<file path="config.mk">
export PLATFORM = sky130hd
export DESIGN_NAME = fp_addsub_pipe
export DESIGN_NICKNAME = d
export VERILOG_FILES = /design/src/rtl/fp_addsub_pipe.sv
export SDC_FILE = /design/constraint.sdc
export NUM_CORES = 1
export LEC_CHECK = 0
export CORE_MARGIN = 1.5
export CORE_UTILIZATION = 49
export CTS_BUF_LIST = sky130_fd_sc_hd__clkbuf_8
export CTS_CLUSTER_SIZE = 20
export DETAILED_ROUTE_END_ITERATION = 8
export PLACE_DENSITY = 0.68
export SETUP_SLACK_MARGIN = 0.05
export SLEW_MARGIN = 10
export SYNTH_ARGS = -nofsm -noshare
export SYNTH_HDL_FRONTEND = slang
export SYNTH_SLANG_ARGS = --single-unit
</file>
<file path="constraint.sdc">
create_clock -name clk -period 8 [get_ports clk]
set_input_delay 1.2 -clock clk [delete_from_list [all_inputs] [get_ports clk]]
set_output_delay 1.2 -clock clk [all_outputs]
set_load 0.03 [all_outputs]
</file>
<file path="src/rtl/fp_addsub_pipe.sv">
// Parametrised floating-point add/subtract: IDLE -> ALIGN -> ADD -> NORM -> DONE, done 4 cycles after start.
// Define FP_ADDSUB_RNE_EN for round-to-nearest-even; otherwise the result is truncated toward zero.
module fp_addsub_pipe #(
  parameter int unsigned EXP_W = 8,
  parameter int unsigned MAN_W = 23
) (
  input  logic                 clk,
  input  logic                 n_rst,
  input  logic                 start,
  input  logic                 sub,
  input  logic [EXP_W+MAN_W:0] op1,
  input  logic [EXP_W+MAN_W:0] op2,
  output logic                 busy,
  output logic [EXP_W+MAN_W:0] result,
  output logic                 done,
  output logic                 overflow
);

  localparam int unsigned W  = 1 + EXP_W + MAN_W;
  localparam int unsigned XW = MAN_W + 4;
  localparam int unsigned SW = XW + 1;
  localparam int unsigned LW = $clog2(XW);
  localparam int unsigned EW = EXP_W + LW + 2;
  localparam logic signed [EW-1:0] EXP_ONE = EW'(1);
  localparam logic signed [EW-1:0] EXP_MAX = EW'((2 ** EXP_W) - 1);

  typedef enum logic [2:0] {S_IDLE, S_ALIGN, S_ADD, S_NORM, S_DONE} state_t;
  state_t state_q, state_d;

  logic [W-1:0]     op1_q, op2_q;
  logic             sub_q;
  logic             sign_a_q, eff_sub_q, zero_sign_q;
  logic [EXP_W-1:0] exp_a_q;
  logic [XW-1:0]    man_a_q, man_b_q;
  logic [SW-1:0]    sum_q;
  logic [W-1:0]     result_q;
  logic             overflow_q;

  always_ff @(posedge clk or negedge n_rst) begin
    if (!n_rst) state_q <= S_IDLE;
    else        state_q <= state_d;
  end

  always_comb begin
    state_d = state_q;
    unique case (state_q)
      S_IDLE:  if (start) state_d = S_ALIGN;
      S_ALIGN: state_d = S_ADD;
      S_ADD:   state_d = S_NORM;
      S_NORM:  state_d = S_DONE;
      S_DONE:  state_d = S_IDLE;
      default: state_d = S_IDLE;
    endcase
  end

  always_ff @(posedge clk or negedge n_rst) begin
    if (!n_rst) begin
      op1_q <= '0;
      op2_q <= '0;
      sub_q <= 1'b0;
    end else if (state_q == S_IDLE && start) begin
      op1_q <= op1;
      op2_q <= op2;
      sub_q <= sub;
    end
  end

  // Alignment: a zero exponent flushes the operand to magnitude zero before the swap compare.
  logic [EXP_W-1:0] e1, e2, ea, eb, diff;
  logic [W-2:0]     mag1, mag2;
  logic             swap, sa, sb;
  logic [MAN_W-1:0] fa, fb;
  logic [XW-1:0]    ext_a, ext_b, shifted, lost;

  always_comb begin
    e1   = op1_q[W-2 -: EXP_W];
    e2   = op2_q[W-2 -: EXP_W];
    mag1 = (e1 == '0) ? '0 : op1_q[W-2:0];
    mag2 = (e2 == '0) ? '0 : op2_q[W-2:0];
    swap = mag2 > mag1;
    if (swap) begin
      sa = op2_q[W-1] ^ sub_q;
      sb = op1_q[W-1];
      ea = e2;
      eb = e1;
      fa = op2_q[MAN_W-1:0];
      fb = op1_q[MAN_W-1:0];
    end else begin
      sa = op1_q[W-1];
      sb = op2_q[W-1] ^ sub_q;
      ea = e1;
      eb = e2;
      fa = op1_q[MAN_W-1:0];
      fb = op2_q[MAN_W-1:0];
    end
    ext_a = (ea == '0) ? '0 : {1'b1, fa, 3'b000};
    ext_b = (eb == '0) ? '0 : {1'b1, fb, 3'b000};
    diff  = ea - eb;
    {shifted, lost} = {ext_b, {XW{1'b0}}} >> diff;
    if (32'(diff) >= XW) begin
      shifted = '0;
      lost    = ext_b;
    end
  end

  always_ff @(posedge clk or negedge n_rst) begin
    if (!n_rst) begin
      sign_a_q    <= 1'b0;
      eff_sub_q   <= 1'b0;
      zero_sign_q <= 1'b0;
      exp_a_q     <= '0;
      man_a_q     <= '0;
      man_b_q     <= '0;
    end else if (state_q == S_ALIGN) begin
      sign_a_q    <= sa;
      eff_sub_q   <= sa ^ sb;
      zero_sign_q <= sa & sb;
      exp_a_q     <= ea;
      man_a_q     <= ext_a;
      man_b_q     <= {shifted[XW-1:1], shifted[0] | (|lost)};
    end
  end

  // |A| >= |B| after the swap, so the subtraction never goes negative.
  always_ff @(posedge clk or negedge n_rst) begin
    if (!n_rst) begin
      sum_q <= '0;
    end else if (state_q == S_ADD) begin
      sum_q <= eff_sub_q ? ({1'b0, man_a_q} - {1'b0, man_b_q})
                         : ({1'b0, man_a_q} + {1'b0, man_b_q});
    end
  end

  logic [LW-1:0]        lzc;
  logic                 found;
  logic [XW-1:3]        m_hi;
  logic [MAN_W-1:0]     frac_r;
  logic                 round_up, rc, ovf_n;
  logic signed [EW-1:0] e_n, e_r;
  logic [W-1:0]         res_n;
`ifdef FP_ADDSUB_RNE_EN
  logic [2:0]           grs;
`endif

  // m_hi is the normalised {hidden, frac}; its hidden bit is clear only for a zero sum.
  always_comb begin
    lzc   = '0;
    found = 1'b0;
    for (int unsigned i = 0; i < XW; i++) begin
      if (!found && sum_q[XW-1-i]) begin
        lzc   = LW'(i);
        found = 1'b1;
      end
    end
    if (sum_q[SW-1]) begin
      m_hi = sum_q[SW-1:4];
      e_n  = EW'(exp_a_q) + EXP_ONE;
`ifdef FP_ADDSUB_RNE_EN
      grs  = {sum_q[3], sum_q[2], sum_q[1] | sum_q[0]};
`endif
    end else begin
      m_hi = (XW-3)'((sum_q[XW-1:0] << lzc) >> 3);
      e_n  = EW'(exp_a_q) - EW'(lzc);
`ifdef FP_ADDSUB_RNE_EN
      grs  = 3'(sum_q[XW-1:0] << lzc);
`endif
    end
`ifdef FP_ADDSUB_RNE_EN
    round_up = grs[2] & (grs[1] | grs[0] | m_hi[3]);
`else
    round_up = 1'b0;
`endif
    {rc, frac_r} = {1'b0, m_hi[XW-2:3]} + (MAN_W+1)'(round_up);
    e_r   = e_n + EW'(rc);
    ovf_n = 1'b0;
    if (!m_hi[XW-1]) begin
      res_n = {zero_sign_q, {(W-1){1'b0}}};
    end else if (e_r >= EXP_MAX) begin
      res_n = {sign_a_q, {EXP_W{1'b1}}, {MAN_W{1'b0}}};
      ovf_n = 1'b1;
    end else if (e_r < EXP_ONE) begin
      res_n = {sign_a_q, {(W-1){1'b0}}};
    end else begin
      res_n = {sign_a_q, e_r[EXP_W-1:0], frac_r};
    end
  end

  always_ff @(posedge clk or negedge n_rst) begin
    if (!n_rst) begin
      result_q   <= '0;
      overflow_q <= 1'b0;
    end else if (state_q == S_NORM) begin
      result_q   <= res_n;
      overflow_q <= ovf_n;
    end
  end

  assign busy     = (state_q == S_ALIGN) || (state_q == S_ADD) || (state_q == S_NORM);
  assign done     = (state_q == S_DONE);
  assign result   = result_q;
  assign overflow = overflow_q;

endmodule

</file>
### After elaboration in Yosys (flattened, before gate mapping)

Index checks and enable logic that the tools add are counted.

| storage, ports and cells | value |
|---|---|
| register bits | 194 |
| input port bits | 68 |
| output and inout bits | 35 |
| logic and storage cells | 168 |

| operators by class | value |
|---|---|
| $add $sub $neg | 5 |
| $lt $le $gt $ge | 4 |
| equal/unequal tests | 5 |
| shifts and indexed selects | 2 |
| mux-type cells | 74 |
| bitwise logic cells | 4 |
| reduce and logical (&&, ||, !) cells | 61 |

Operator list:

| cell | number |
|---|---|
| $mux 5 | 25 |
| $mux 31 | 4 |
| $mux 27 | 4 |
| $shr 54x8->54 | 1 |
| $mux 23 | 2 |
| $logic_not 8->1 | 4 |
| $mux 32 | 1 |
| $gt 31x31->1 | 1 |
| $mux 1 | 31 |
| $add 27x27->28 | 1 |
| $mux 28 | 1 |
| $sub 27x27->28 | 1 |
| $logic_and 1x1->1 | 27 |
| $reduce_or 27->1 | 1 |
| $shl 27x5->27 | 1 |
| $logic_not 1->1 | 26 |
| $mux 24 | 1 |
| $mux 8 | 2 |
| $ge 15x9->1 const B | 1 |
| $lt 15x2->1 const B | 1 |
| $mux 15 | 1 |
| $pmux 3 s4 | 1 |
| $add 8x1->9 const B | 1 |
| $sub 8x5->9 | 1 |
| other kinds (12) | 15 |

### Depth between registers and ports, before layout

Gate-level depths: netlist (run 1).

| logic depth | value |
|---|---|
| depth after elaboration | 85 |
| mapped depth | 30 |
| gate-level depth less buffers | 23 |

### Least setup slack after synthesis (run 1)

Ideal clock, no wire load.

| timing | value |
|---|---|
| path type | register to register |
| start | register op2_q[27] |
| end | register man_b_q[25] |
| setup time | 0.103 ns |
| arrival | 7.079 ns |
| data required time | 7.897 ns |
| slack | 0.818 ns |
| cell stages (with the launch flop) | 30 |
| path buffers | 7 |
| clock period less this slack | 7.182 ns |
| cells stage by stage | dfrtp_1 clkbuf_1 nor4_1 nand3_1 clkbuf_1 and2_1 ha_1 nand4_1 or3_4 a311o_1 a21oi_1 buf_2 buf_2 clkbuf_1 clkbuf_1 mux2i_1 ha_1 o21ai_0 a21oi_1 nand4_1 o21ai_0 a221oi_1 xnor2_1 a211oi_1 nor4b_2 nand3_1 or3_1 buf_2 nand2b_4 o41ai_2 |

| on the way | value |
|---|---|
| word-level cells in the longest chain between the ends | 8 |
| elaborated cells between the ends (all ways) | 12 |

RTL lines:

| what | line | RTL |
|---|---|---|
| start, declared | 30 | `logic [W-1:0] op1_q, op2_q;` |
| start signal, assigned | 63 | `op2_q <= op2;` |
| branches (longest 7 deep; another with $gt 31x31->1) | -- |  |
| $mux 27 (*) | 100 | `if (32'(diff) >= XW) begin` |
| end signal, assigned | 120 | `man_b_q <= {shifted[XW-1:1], shifted[0] \| (\|lost)};` |
| end, declared | 34 | `logic [XW-1:0] man_a_q, man_b_q;` |

Mark *: on every way between the ends.
A chain may end at the register's enable or synchronous reset.

### Worst setup path in the final report (run 1)

Same ends and word-level chain as after synthesis.

==> summary.md, run 1 <==
| Metric | Value |
|---|---|
| R2R Path End | man_b_q[25] |
| Register area share after synthesis | 32.4% |
| Layout cells sized above 1 | 8.85% |
| Worst Setup End Kind | flip-flop |
| TNS Setup | 0 ns |
| Critical R2R Launch | op2_q[27] |
| Dominant synthesized flop cell | dfrtp_1 |
| Setup bufs post-CTS | 0 |
| Final setup violation count | 0 |
| Vias in the first global route | 12000 |
| Detailed-route DRC error count | 0 |
| # rows | 63 |
| Count of final hold-check violations | 0 |
| First drt pass iteration count | 6 |
| Period Utilization, post-route | 84.0% |
| CP required | 8.38 ns |
| Pins Over Slew Limit | 0 |
| H-Tree Depth | 4 |
| Final worst path period need | 6.72 ns |
| Hold buffers post-CTS | 0 |
| IO buf count | 102 |
| CP arrival | 7.10 ns |
| Slowest CP cell | dfrtp_1 |
| TritonCTS Buffers | 17 |
| Aggregate global routing overflow | 0 |
| FF-to-FF setup slack | 1.28 ns |
| Via density per instance | 5.91 |
| Outcome | finished clean |
| Drt first-iter violations | 767 |
| Final HPWL DP | 29.3 mm |
| Hold Crit Class | reg2reg |
| Die width | 176 um |
| First-pass GRT wire length | 62.7 mm |
| Register area | 0.00478 mm2 |
| Ys async rst share | 100% |
| Clock Root Buffer | clkbuf_8 |
| MaxCap Viol Count | 0 |
| CTS tree | yes |
| Worst Reg-to-Reg Cells | 24 |
| Startpoint types | flip-flop |
| Die Height | 176 um |
| Io pins | 103 |
| All-Layer GR Usage | 25.1% |
| Clk sinks | 191 |
| Fillcell total | 2765 |
| Final net count | 1850 |
| Unrepaired setup endpoints after global routing | no |
| CP max stage delay | 0.58 ns |
| Setup Slack @ Placement | 1.37 ns |
| Initial antenna violation count | 0 |
| WL final | 38.8 mm |
| Crit path cell chain | nor4_1 -> nand3_1 -> buf_4 -> and2_1 -> ha_1 -> and3_1 -> nand4_1 -> o21bai_1 -> a311o_1 -> a21oi_4 -> mux2i_1 -> ha_1 -> o21ai_0 -> a21oi_1 -> nand4_1 -> o21ai_0 -> a221oi_1 -> xnor2_1 -> a211oi_1 -> nor4b_2 -> nand3_1 -> or3_1 -> nand2b_4 -> o41ai_2 |
| Skew-Pair Late Insertion Delay | 0.48 ns |
| Worst slew margin | 26.3% |
| Final worst setup slack | 1.28 ns |
| Multi-input gate area | 0.00943 mm2 |
| Via count | 12500 |
| Total nets after synthesis | 1815 |
| GPL Wtd Cong | 0.948 |
| Die ar. | 0.0311 mm2 |
| Crit path from | op2_q[27] |
| Clk_skew | 0.0110 ns |
| Syn-to-layout area delta | 11.3% |
| Crit path kind | reg2reg |
| Final ANT Viol Nets | 0 |
| Placed Area | 0.0160 mm2 |
| Mapped Cells | 1682 |
| Cell area after layout | 0.0164 mm2 |
| Largest net degree at the start of global routing | 101 |
| Worst-path fanout max | 25 |
| Warnings from Yosys | 0 |
| Measured slew at the worst slew-check pin | 1.10 ns |
| WP depth | 24 |
| EDFF count, synth | 0 |
| Core area | 0.0296 mm2 |
| Yosys cell types | 81 |
| Family with the most delay on the worst path | simple AND/OR/NAND/NOR gates |
| Seq cells post-synth | 191 |
| CTS clk-pin slew, worst paths | 0.10 ns |
| Wire per inst | 18.3 um |
| Fmax | 149 MHz |
| Synthesized area | 0.0147 mm2 |
| Post-Syn Area per Cell | 8.77 um2 |
| Clock tree buffer depth | 2 |
| Initial core utilization | 49.7% |
| CP bufs+invs | 1 |
| CP endpoint | man_b_q[25] |
| Post-cts sizing count | 0 |
| ANT cells | 0 |
-- flip-flops by register name, summed over array words and instances, names as in the netlist --
signal,flops
eff_sub_q,1
exp_a_q,8
man_a_q,24
man_b_q,27
op1_q,32
op2_q,32
overflow,1
result,32
sign_a_q,1
state_q,3
sub_q,1
sum_q,28
zero_sign_q,1
-- worst min-delay path, delay by kind of cell (launching register included) --
kind               cells  cell delay, ns
AOI/OAI and AO/OA      1            0.06
DFF                    1            0.35
and+or+nand+nor        1            0.04
-- worst min-delay path by stage --
stage                             end  slack [ns]   startpoint  cells past startpoint
final                      result[19]        0.48   result[19]                      2
after global routing        result[2]        0.50    result[2]                      2
after detailed placement     overflow        0.47     overflow                      1
after floorplan           man_a_q[10]        0.46  man_a_q[10]                      2
after global placement     result[19]        0.46   result[19]                      2
after CTS                   result[2]        0.49    result[2]                      2
-- cell usage in the layout, fill, tap and decap left out, types with 10 or more instances in the layout --
cell,Yosys,routed
a211oi_1,12,12
a21oi_1,100,99
a221o_1,10,10
a221oi_1,12,12
a22o_1,10,10
and2_1,28,28
and3_1,11,11
buf_4,0,20
clkbuf_8,0,22
clkdlybuf4s50_1,0,101
dfrtp_1,191,191
ha_1,64,64
inv_1,39,41
mux2_2,75,75
mux2i_1,185,184
nand2_1,207,207
nand2b_1,13,13
nand3_1,39,39
nand4_1,11,11
nor2_1,126,124
nor2b_1,11,11
nor3_1,35,35
nor4_1,22,22
o21ai_0,121,121
o31ai_1,37,37
xnor2_1,46,46
xor2_1,18,18
-- metrics by stage --
| step | std cells | hold WS, ns | util, % |
|---|---|---|---|
| after floorplan | 1682 | 0.455 | - |
| after global placement | 2088 | 0.461 | 54.1 |
| after detailed placement | 2088 | 0.469 | 54.1 |
| after CTS | 2119 | 0.493 | 55.4 |
| after global routing | 2119 | 0.501 | 55.4 |
| final | 2119 | 0.483 | 55.4 |
-- layout make-up --
class                   count  share of cell area, %
repair buffers            122                   7.16
clock buffers              21                   1.76
clock inverters            10                  0.534
inverters                  42                  0.961
flip-flops and latches    191                   29.1
multi-input cells        1343                   57.5
well taps                 390                   2.97
-- routing by layer --
metal  GRT usage (%)  vias up  part of all wire (%)
met5               0        -                     0
met4            8.76        0                   2.7
met3            3.17       69                   3.6
met2            41.8      320                    47
met1            33.7     5944                    47
li1                -     6187                     -
-- cells in the mapped netlist, types with 10 or more instances --
| master | count | area, um2 |
|---|---|---|
| o31ai_1 | 37 | 278 |
| xnor2_1 | 46 | 403 |
| and3_1 | 11 | 68.8 |
| a21oi_1 | 100 | 500 |
| nor2b_1 | 11 | 68.8 |
| a211oi_1 | 12 | 90.1 |
| dfrtp_1 | 191 | 4780 |
| nor2_1 | 126 | 473 |
| a221o_1 | 10 | 100 |
| buf_2 | 12 | 60.1 |
| clkbuf_1 | 84 | 315 |
| nand3_1 | 39 | 195 |
| nor4_1 | 22 | 138 |
| inv_1 | 39 | 146 |
| a22o_1 | 10 | 87.6 |
| ha_1 | 64 | 801 |
| a221oi_1 | 12 | 105 |
| nand2_1 | 207 | 777 |
| nor3_1 | 35 | 175 |
| o21ai_0 | 121 | 606 |
| and2_1 | 28 | 175 |
| mux2_2 | 75 | 845 |
| nand4_1 | 11 | 68.8 |
| xor2_1 | 18 | 158 |
| mux2i_1 | 185 | 1850 |
| nand2b_1 | 13 | 81.3 |
-- logic make-up (layout without fill, tap and decap cells) --
kind of cell / Yosys count / in the layout / share of synthesized area (%)
muxes: 266 / 266 / 19.1
adders and majority gates: 68 / 68 / 5.77
xor gates and xnor gates: 65 / 65 / 3.91
and+or+nand+nor: 543 / 543 / 17.3
buffers and inverters: 148 / 195 / 3.92
AOI/OAI and AO/OA: 401 / 401 / 17.5
DFF: 191 / 191 / 32.4
Power of run 1 is left out: the tool's default activity adds up to more than one toggle a clock period on the data nets, which glitch-free logic cannot reach.
==> run 2: changes to the inputs <==
Clock period 8 ns to 7 ns, I/O delays scaled along.
==> run 2 against run 1 <==
Utilization about the same. Cell area about the same. Die area unchanged. Count of clock-buffer cells in the layout decreased by 4. Clock skew increased by 0.015 ns. Sequential share of layout area about the same. First-iteration DRC count increased by 17%. Global-route usage increased by 0.20 points. Fmax increased by 4.8%. Critical endpoint unchanged.
==> summary.md, run 2 (same netlist as run 1, synthesis figures left out) <==
| Metric | Value |
|---|---|
| Outcome | finished clean |
| Commonest cells after routing, fill and taps aside | nand2_1 (207), dfrtp_1 (191), mux2i_1 (184), nor2_1 (124), o21ai_0 (120) |
| First-pass GRT wire length | 63.7 mm |
| TNS Setup | 0 ns |
| All-Layer GR Usage | 25.3% |
| Skew-Pair Late Insertion Delay | 0.49 ns |
| Drt first-iter violations | 897 |
| Fin util | 55.3% |
| M2 GR Usage | 42.7% |
| Io pins | 103 |
| Fillcell total | 2761 |
| Final worst path period need | 6.42 ns |
| ANT cells | 0 |
| Pins Over Slew Limit | 0 |
| Period Utilization, post-route | 91.6% |
| Initial core utilization | 49.7% |
| Slowest CP cell | dfrtp_1 |
| Clk sinks | 191 |
| HP Start | result[16] |
| Clock tree buffer depth | 2 |
| Layout cells sized above 1 | 9.18% |
| Post-cts sizing count | 0 |
| Clk_skew | 0.0264 ns |
| Worst slew margin | 34.0% |
| Unrepaired setup endpoints after global routing | no |
| Final net count | 1854 |
| CP max stage delay | 0.57 ns |
| Via density per instance | 5.99 |
| Setup bufs post-CTS | 0 |
| Hold Crit Class | reg2reg |
| Crit path kind | reg2reg |
| TritonCTS Buffers | 17 |
| Die ar. | 0.0311 mm2 |
| Die width | 176 um |
| WL final | 38.6 mm |
| Family with the most delay on the worst path | simple AND/OR/NAND/NOR gates |
| Core area | 0.0296 mm2 |
| GPL Wtd Cong | 0.944 |
| Die Height | 176 um |
| CTS tree | yes |
| IO buf count | 102 |
| Initial antenna violation count | 0 |
| Largest net degree at the start of global routing | 114 |
| CP bufs+invs | 2 |
| Detailed-route DRC error count | 0 |
| Worst Setup End Kind | flip-flop |
| Startpoint types | flip-flop |
| Most Crowded Layer GR | met2 |
| CP arrival | 6.81 ns |
| Cell area after layout | 0.0164 mm2 |
| First drt pass iteration count | 5 |
| Critical R2R Launch | op2_q[27] |
| Count of final hold-check violations | 0 |
| Crit path cell chain | nor4_2 -> nand3_1 -> buf_4 -> and2_1 -> ha_1 -> nand4_1 -> or3_4 -> a311o_1 -> a21oi_4 -> mux2i_1 -> ha_1 -> o21ai_0 -> a21oi_1 -> nand4_1 -> o21ai_1 -> a221oi_2 -> xnor2_1 -> buf_4 -> a211oi_1 -> nor4b_2 -> nand3_1 -> or3_1 -> nand2b_4 -> o41ai_2 |
| MaxCap Viol Count | 0 |
| Via count | 12700 |
| H-Tree Depth | 4 |
| Fmax | 156 MHz |
| Crit path from | op2_q[27] |
| CTS clk-pin slew, worst paths | 0.12 ns |
| Measured slew at the worst slew-check pin | 0.989 ns |
| # rows | 63 |
| FF-to-FF setup slack | 0.58 ns |
| Clock Root Buffer | clkbuf_8 |
| Final setup violation count | 0 |
| Wire per inst | 18.2 um |
| Aggregate global routing overflow | 0 |
| Commonest non-fill, non-tap cell in the layout | nand2_1 |
| Final ANT Viol Nets | 0 |
| Syn-to-layout area delta | 11.2% |
| Hold buffers post-CTS | 0 |
| Worst-path fanout max | 25 |
| CP required | 7.39 ns |
| Met1 global-route usage | 33.6% |
| Vias in the first global route | 12300 |
| Placed Area | 0.0161 mm2 |
| Final HPWL DP | 29.0 mm |
| Global routing usage on met3 | 3.17% |
run 2: final timing paths:
| path | endpoint | cells after the start |
|---|---|---|
| max in group asynchronous | man_b_q[19] | 2 |
| worst max-delay path | man_b_q[25] | 24 |
| min in group asynchronous | overflow | 1 |
| worst min-delay path | result[16] | 2 |
| worst min register to register | result[16] | 2 |
| worst max register to register | man_b_q[25] | 24 |
run 2: worst reg2reg max path, stage by stage (launching register included):
cell and delay [ns]:
dfrtp_1 0.57, nor4_2 0.40, nand3_1 0.11, buf_4 0.23, and2_1 0.19, ha_1 0.32
nand4_1 0.15, or3_4 0.43, a311o_1 0.46, a21oi_4 0.21, mux2i_1 0.20, ha_1 0.31
o21ai_0 0.14, a21oi_1 0.19, nand4_1 0.11, o21ai_1 0.26, a221oi_2 0.12, xnor2_1 0.17
buf_4 0.17, a211oi_1 0.07, nor4b_2 0.26, nand3_1 0.27, or3_1 0.53, nand2b_4 0.22
o41ai_2 0.29
run 2: metal layers:
layer  share of wire (%)  up-vias
li1                    -     6213
met1                  46     6087
met2                  47      345
met3                 4.0       68
met4                 2.5        0
met5                   0        -
run 2: layout make-up:
| class | count | area, um2 | area share, % |
|---|---|---|---|
| well taps | 390 | 488 | 2.98 |
| clock inverters | 13 | 95.1 | 0.580 |
| inverters | 42 | 158 | 0.962 |
| multi-input cells | 1343 | 9430 | 57.5 |
| flip-flops and latches | 191 | 4780 | 29.2 |
| repair buffers | 126 | 1200 | 7.35 |
| clock buffers | 17 | 234 | 1.43 |
run 2: per-stage QoR:
step,setup WS (ns),std cells,hold WS [ns]
after floorplan,0.0883,1682,0.455
after global placement,0.706,2092,0.462
after detailed placement,0.462,2092,0.470
after CTS,0.445,2122,0.493
after global routing,0.0695,2122,0.513
final,0.585,2122,0.488
Power of run 2 is left out for the same reason.
==> run 3: changes to the inputs <==
Settings changed: PLACE_DENSITY 0.68 to 0.71, SKIP_LAST_GASP from default to 1.
Clock period 7 ns to 5.6 ns, I/O delays scaled along.
==> run 3 against run 2 <==
Worst hold slack lost 0.12 ns. Non-clock buffer count grew 28. Sequential share of layout area shrank 0.83 points. Largest cell class unchanged.
==> summary.md, run 3 (same netlist as run 1, synthesis figures left out) <==
| Metric | Value |
|---|---|
| Outcome | finished clean |
| Final worst setup slack | 0.188 ns |
| ANT cells | 0 |
| Vias in the first global route | 12400 |
| CTS tree | yes |
| Startpoint types | flip-flop |
| # rows | 63 |
| Layout cells sized above 1 | 11.9% |
| Multi-input gate area | 0.00958 mm2 |
| Final HPWL DP | 29.6 mm |
| Hold Crit Class | in2async |
| TritonCTS Buffers | 17 |
| Wire per inst | 18.3 um |
| GPL Wtd Cong | 0.932 |
| Fillcell total | 2674 |
| Drt first-iter violations | 886 |
| Worst slew margin | 43.6% |
| Count of final hold-check violations | 0 |
| Hold buffers post-CTS | 0 |
| Final hold slack | 0.364 ns |
| CP required | 5.98 ns |
| MaxCap Viol Count | 0 |
| First-pass GRT wire length | 64.6 mm |
| Measured slew at the worst slew-check pin | 0.846 ns |
| Slowest CP cell | dfrtp_1 |
| Largest net degree at the start of global routing | 112 |
| Unrepaired setup endpoints after global routing | yes |
| Final ANT Viol Nets | 0 |
| Period Utilization, post-route | 96.6% |
| Register area | 0.00478 mm2 |
| Initial core utilization | 49.7% |
| Commonest non-fill, non-tap cell in the layout | nand2_1 |
| Clk sinks | 191 |
| CTS clk-pin slew, worst paths | 0.10 ns |
| WL final | 39.4 mm |
| Fin util | 56.9% |
| Io pins | 103 |
| CP max stage delay | 0.42 ns |
| Via density per instance | 6.00 |
| Crit path kind | reg2reg |
| CP arrival | 5.79 ns |
| Pins Over Slew Limit | 0 |
| All-Layer GR Usage | 25.8% |
| Clk_skew | 0.0159 ns |
| Setup Slack @ Placement | -0.0161 ns |
| Core area | 0.0296 mm2 |
| Worst-path fanout max | 25 |
| Clock tree buffer depth | 2 |
| First drt pass iteration count | 5 |
| Crit path cell chain | nor4_4 -> nand3_2 -> buf_12 -> and2_1 -> ha_1 -> and4_1 -> a21boi_2 -> o21bai_2 -> a311o_1 -> a21oi_4 -> mux2i_1 -> ha_2 -> o21ai_1 -> a21oi_1 -> nand4_1 -> o21ai_2 -> a221oi_4 -> xnor2_2 -> a211oi_2 -> nor4b_2 -> nand3_1 -> or3_4 -> nand2b_4 -> o41ai_2 |
| Final net count | 1882 |
| Commonest cells after routing, fill and taps aside | nand2_1 (207), dfrtp_1 (190), mux2i_1 (184), nor2_1 (123), o21ai_0 (114) |
| Detailed-route DRC error count | 0 |
| IO buf count | 102 |
| H-Tree Depth | 4 |
| Syn-to-layout area delta | 14.5% |
| Die ar. | 0.0311 mm2 |
| CP bufs+invs | 1 |
| Die width | 176 um |
| Fmax | 185 MHz |
| Aggregate global routing overflow | 0 |
| Clock Root Buffer | clkbuf_8 |
| Die Height | 176 um |
| Worst Setup End Kind | flip-flop |
| Via count | 12900 |
| Final worst path period need | 5.41 ns |
| Initial antenna violation count | 0 |
| Final setup violation count | 0 |
| Family with the most delay on the worst path | simple AND/OR/NAND/NOR gates |
| Skew-Pair Late Insertion Delay | 0.49 ns |
-- run 3: per-stage QoR --
stage	instance area (um2)	cells	setup TNS, ns
finish	16900	2150	0
global route	16900	2150	-0.369
CTS	16700	2142	0
detailed placement	16300	2112	-0.0266
global placement	16300	2112	0
floorplan	14900	1682	-3.71
-- run 3: routing by layer --
layer  track usage, %  vias to the layer above  part of all wire (%)
met5                0                        -                     0
met4             8.16                        0                   2.5
met3             3.34                       66                   4.6
met2             43.4                      400                    48
met1             34.5                     6184                    45
li1                 -                     6258                     -
-- run 3: final timing paths --
kind / startpoint / to / slack, ns / depth (start not counted)
max reg2reg: op2_q[27] / man_b_q[26] / 0.19 / 24
max: op2_q[27] / man_b_q[26] / 0.19 / 24
min: n_rst / result[29] / 0.36 / 1
min reg2reg: result[4] / result[4] / 0.49 / 2
max in group asynchronous: n_rst / op1_q[0] / 4.23 / 2
min in group clk: result[4] / result[4] / 0.49 / 2
-- run 3: final cells by class --
type | instances | share of cell area, %
Clock buffer | 22 | 1.79
Clock inverter | 8 | 0.623
Inverter | 42 | 0.934
Multi-Input combinational cell | 1343 | 56.7
Sequential cell | 191 | 28.3
Tap cell | 390 | 2.89
Timing Repair Buffer | 154 | 8.70
-- run 3: repair_timing --
| action | CTS | global route |
|---|---|---|
| buffers inserted | 0 | 8 |
| cloned | 0 | 0 |
| pin swaps | 0 | 7 |
| endpoints found under the setup margin | 6 | 26 |
| resized for setup | 3 | 17 |
Power of run 3 is left out for the same reason.
==> patch: new RTL, config.mk and constraints of run 3 <==
Set the parameter `MAN_W` to 27 (it was 23).
--- a/src/rtl/fp_addsub_pipe.sv
+++ b/src/rtl/fp_addsub_pipe.sv
@@ -2,7 +2,7 @@
 // Define FP_ADDSUB_RNE_EN for round-to-nearest-even; otherwise the result is truncated toward zero.
 module fp_addsub_pipe #(
   parameter int unsigned EXP_W = 8,
-  parameter int unsigned MAN_W = 23
+  parameter int unsigned MAN_W = 27
 ) (
   input  logic                 clk,
   input  logic                 n_rst,
Interface: changed (resized op1, op2 and result); port bits go from 103 to 115. The function was not compared with the original's and may differ.
==> patch against run 3 <==
Design area increased by 18%; worst setup slack improved by 95 ps; worst hold slack lost 79 ps; area after synthesis grew 16%; fmax increased by 1.8%; highest routed layer unchanged; sequential cell count up 24; count of clock-buffer cells in the layout increased by 23; wire length rose by 27%; largest cell class unchanged; first-iteration DRC count increased by 22%; critical path depth shrank 3.
Power is not shown: default switching activity piles up to over one toggle a cycle in this logic, so the estimate is an artifact.
==> patch: results (changes against run 3) <==
Parameter                              Value

GRT
  Global Route Usage Sum    28.0% (was 25.8%)
  Wire length of the first global-routing pass    80,200 microns (was 64,600 microns)
  Met1 usage in global routing    35.5% (was 34.5%)
  Met3 Track Usage GR    3.87% (was 3.34%)
  GR met2 Demand/Resource    48.4% (was 43.4%)
  Maximum number of pins on one net before global-route repair    122 (was 112)
  Vias in the first global route    14,916 (was 12,435)

Critical path
  Arrival time at the worst endpoint    5770 ps (was 5790 ps)
  Slowest library cell on the worst path    sky130_fd_sc_hd__a2111oi_4 (was sky130_fd_sc_hd__dfrtp_1)
  Largest stage delay on the critical path    450 ps (was 420 ps)
  R2r startpoint    op2_q[32] (was op2_q[27])
  R2R Path End    man_b_q[0] (was man_b_q[26])
  Register-to-Register Path Depth    21 (was 24)

STA
  Maximum clock skew at final layout    33.8 ps (was 15.9 ps)
  Slew at the pin closest to its max-slew limit    841 ps (was 846 ps)

Clocking
  Number of instances resized during post-cts repair    1 (was 3)
  Clock latency on the worst-skew pair    600 ps (was 490 ps)
  Cts bufs inserted    38 (was 17)
  Clock slew at reported path FFs    60 ps (was 100 ps)
  H-tree levels    2 (was 4)
  Maximum number of buffers from clock root to sink    3 (was 2)

Status
  Status    finished clean (unchanged)

Logic synthesis
  Post-synth net total    2,061 (was 1,815)
  Fraction of the mapped netlist area in adder cells    5.46% (was 5.77%)
  Mean instance size in the synthesized netlist    8.91 sq um (was 8.77 sq um)
  Part of the Yosys area used for sequential elements    31.6% (was 32.4%)
  Share of cell area taken by muxes after synthesis    19.4% (was 19.1%)
  Top cell types by occurrence after synthesis    sky130_fd_sc_hd__nand2_1, sky130_fd_sc_hd__dfrtp_1, sky130_fd_sc_hd__mux2i_1 (unchanged)
  Xor/xnor cell area share of the yosys netlist    3.91% (about the same)
  Number of unique standard cell types used by synthesis    104 (was 81)
  Fraction of the mapped netlist area in compound gates    18.4% (was 17.5%)

Cells and area
  FILL cells    3,055 (was 2,674)
  Layout net count    2,188 (was 1,882)

Route
  Average routed wire per standard cell    19.9 microns (was 18.3 microns)
  Wire length on met1    21,400 microns (was 17,700 microns)
  Final wirelength    50,000 microns (was 39,400 microns)
  Drt via density    5.96 (was 6.00)

Placed design
  Number of buffers added on ports    114 (was 102)
  Number of cells after detailed placement    2,444 (was 2,112)
==> patch: changes by cell type in the layout (fill, tap and decap cells not counted), moves of 18 or more <==
cell	delta
sky130_fd_sc_hd__a211oi_1	+20
sky130_fd_sc_hd__buf_4	+31
sky130_fd_sc_hd__clkbuf_8	+23
sky130_fd_sc_hd__dfrtp_1	+24
sky130_fd_sc_hd__mux2_2	+18
sky130_fd_sc_hd__nand2_1	+64
sky130_fd_sc_hd__o21ai_0	+36
sky130_fd_sc_hd__o31ai_1	-24
==> patch: worst max-delay path by stage <==
stage | start | to | slack (ps)
6_report | op2_q[32] | man_b_q[0] | 280
5_1_grt | op2_q[32] | man_b_q[0] | 60
4_1_cts | op2_q[31] | man_b_q[0] | 50
3_5_place_dp | op2_q[31] | man_b_q[0] | -40
3_3_place_gp | op2_q[31] | man_b_q[0] | 30
2_1_floorplan | op2_q[27] | man_b_q[0] | 40
==> patch: area by class of cell <==
type                            count  share of cell area, %
Tap cell                          455                   2.85
Clock buffer                       45                   3.10
Clock inverter                     17                  0.520
Sequential cell                   215                   27.0
Multi-Input combinational cell   1537                   56.4
Timing Repair Buffer              198                   9.18
Inverter                           49                  0.990
==> patch: per-stage QoR <==
step	area [sq um]	util [%]	hold WS [ps]	setup TNS, ps	setup slack, ps
after floorplan	17300	-	445	0	35.5
after global placement	19100	55.5	457	0	28.7
after detailed placement	19100	55.5	464	-41.2	-41.2
after CTS	19800	57.6	304	0	51.5
after global routing	20000	58.1	337	0	55.4
final	20000	58.1	285	0	283
==> patch: worst max-delay path: cells and delay by family (launching register included) <==
kind,cells,cell delay (ps)
AOI/OAI and AO/OA,6,1520
and+or+nand+nor,7,1340
buffers and inverters,5,920
muxes,2,690
DFF,1,420
adders and majority gates,1,300
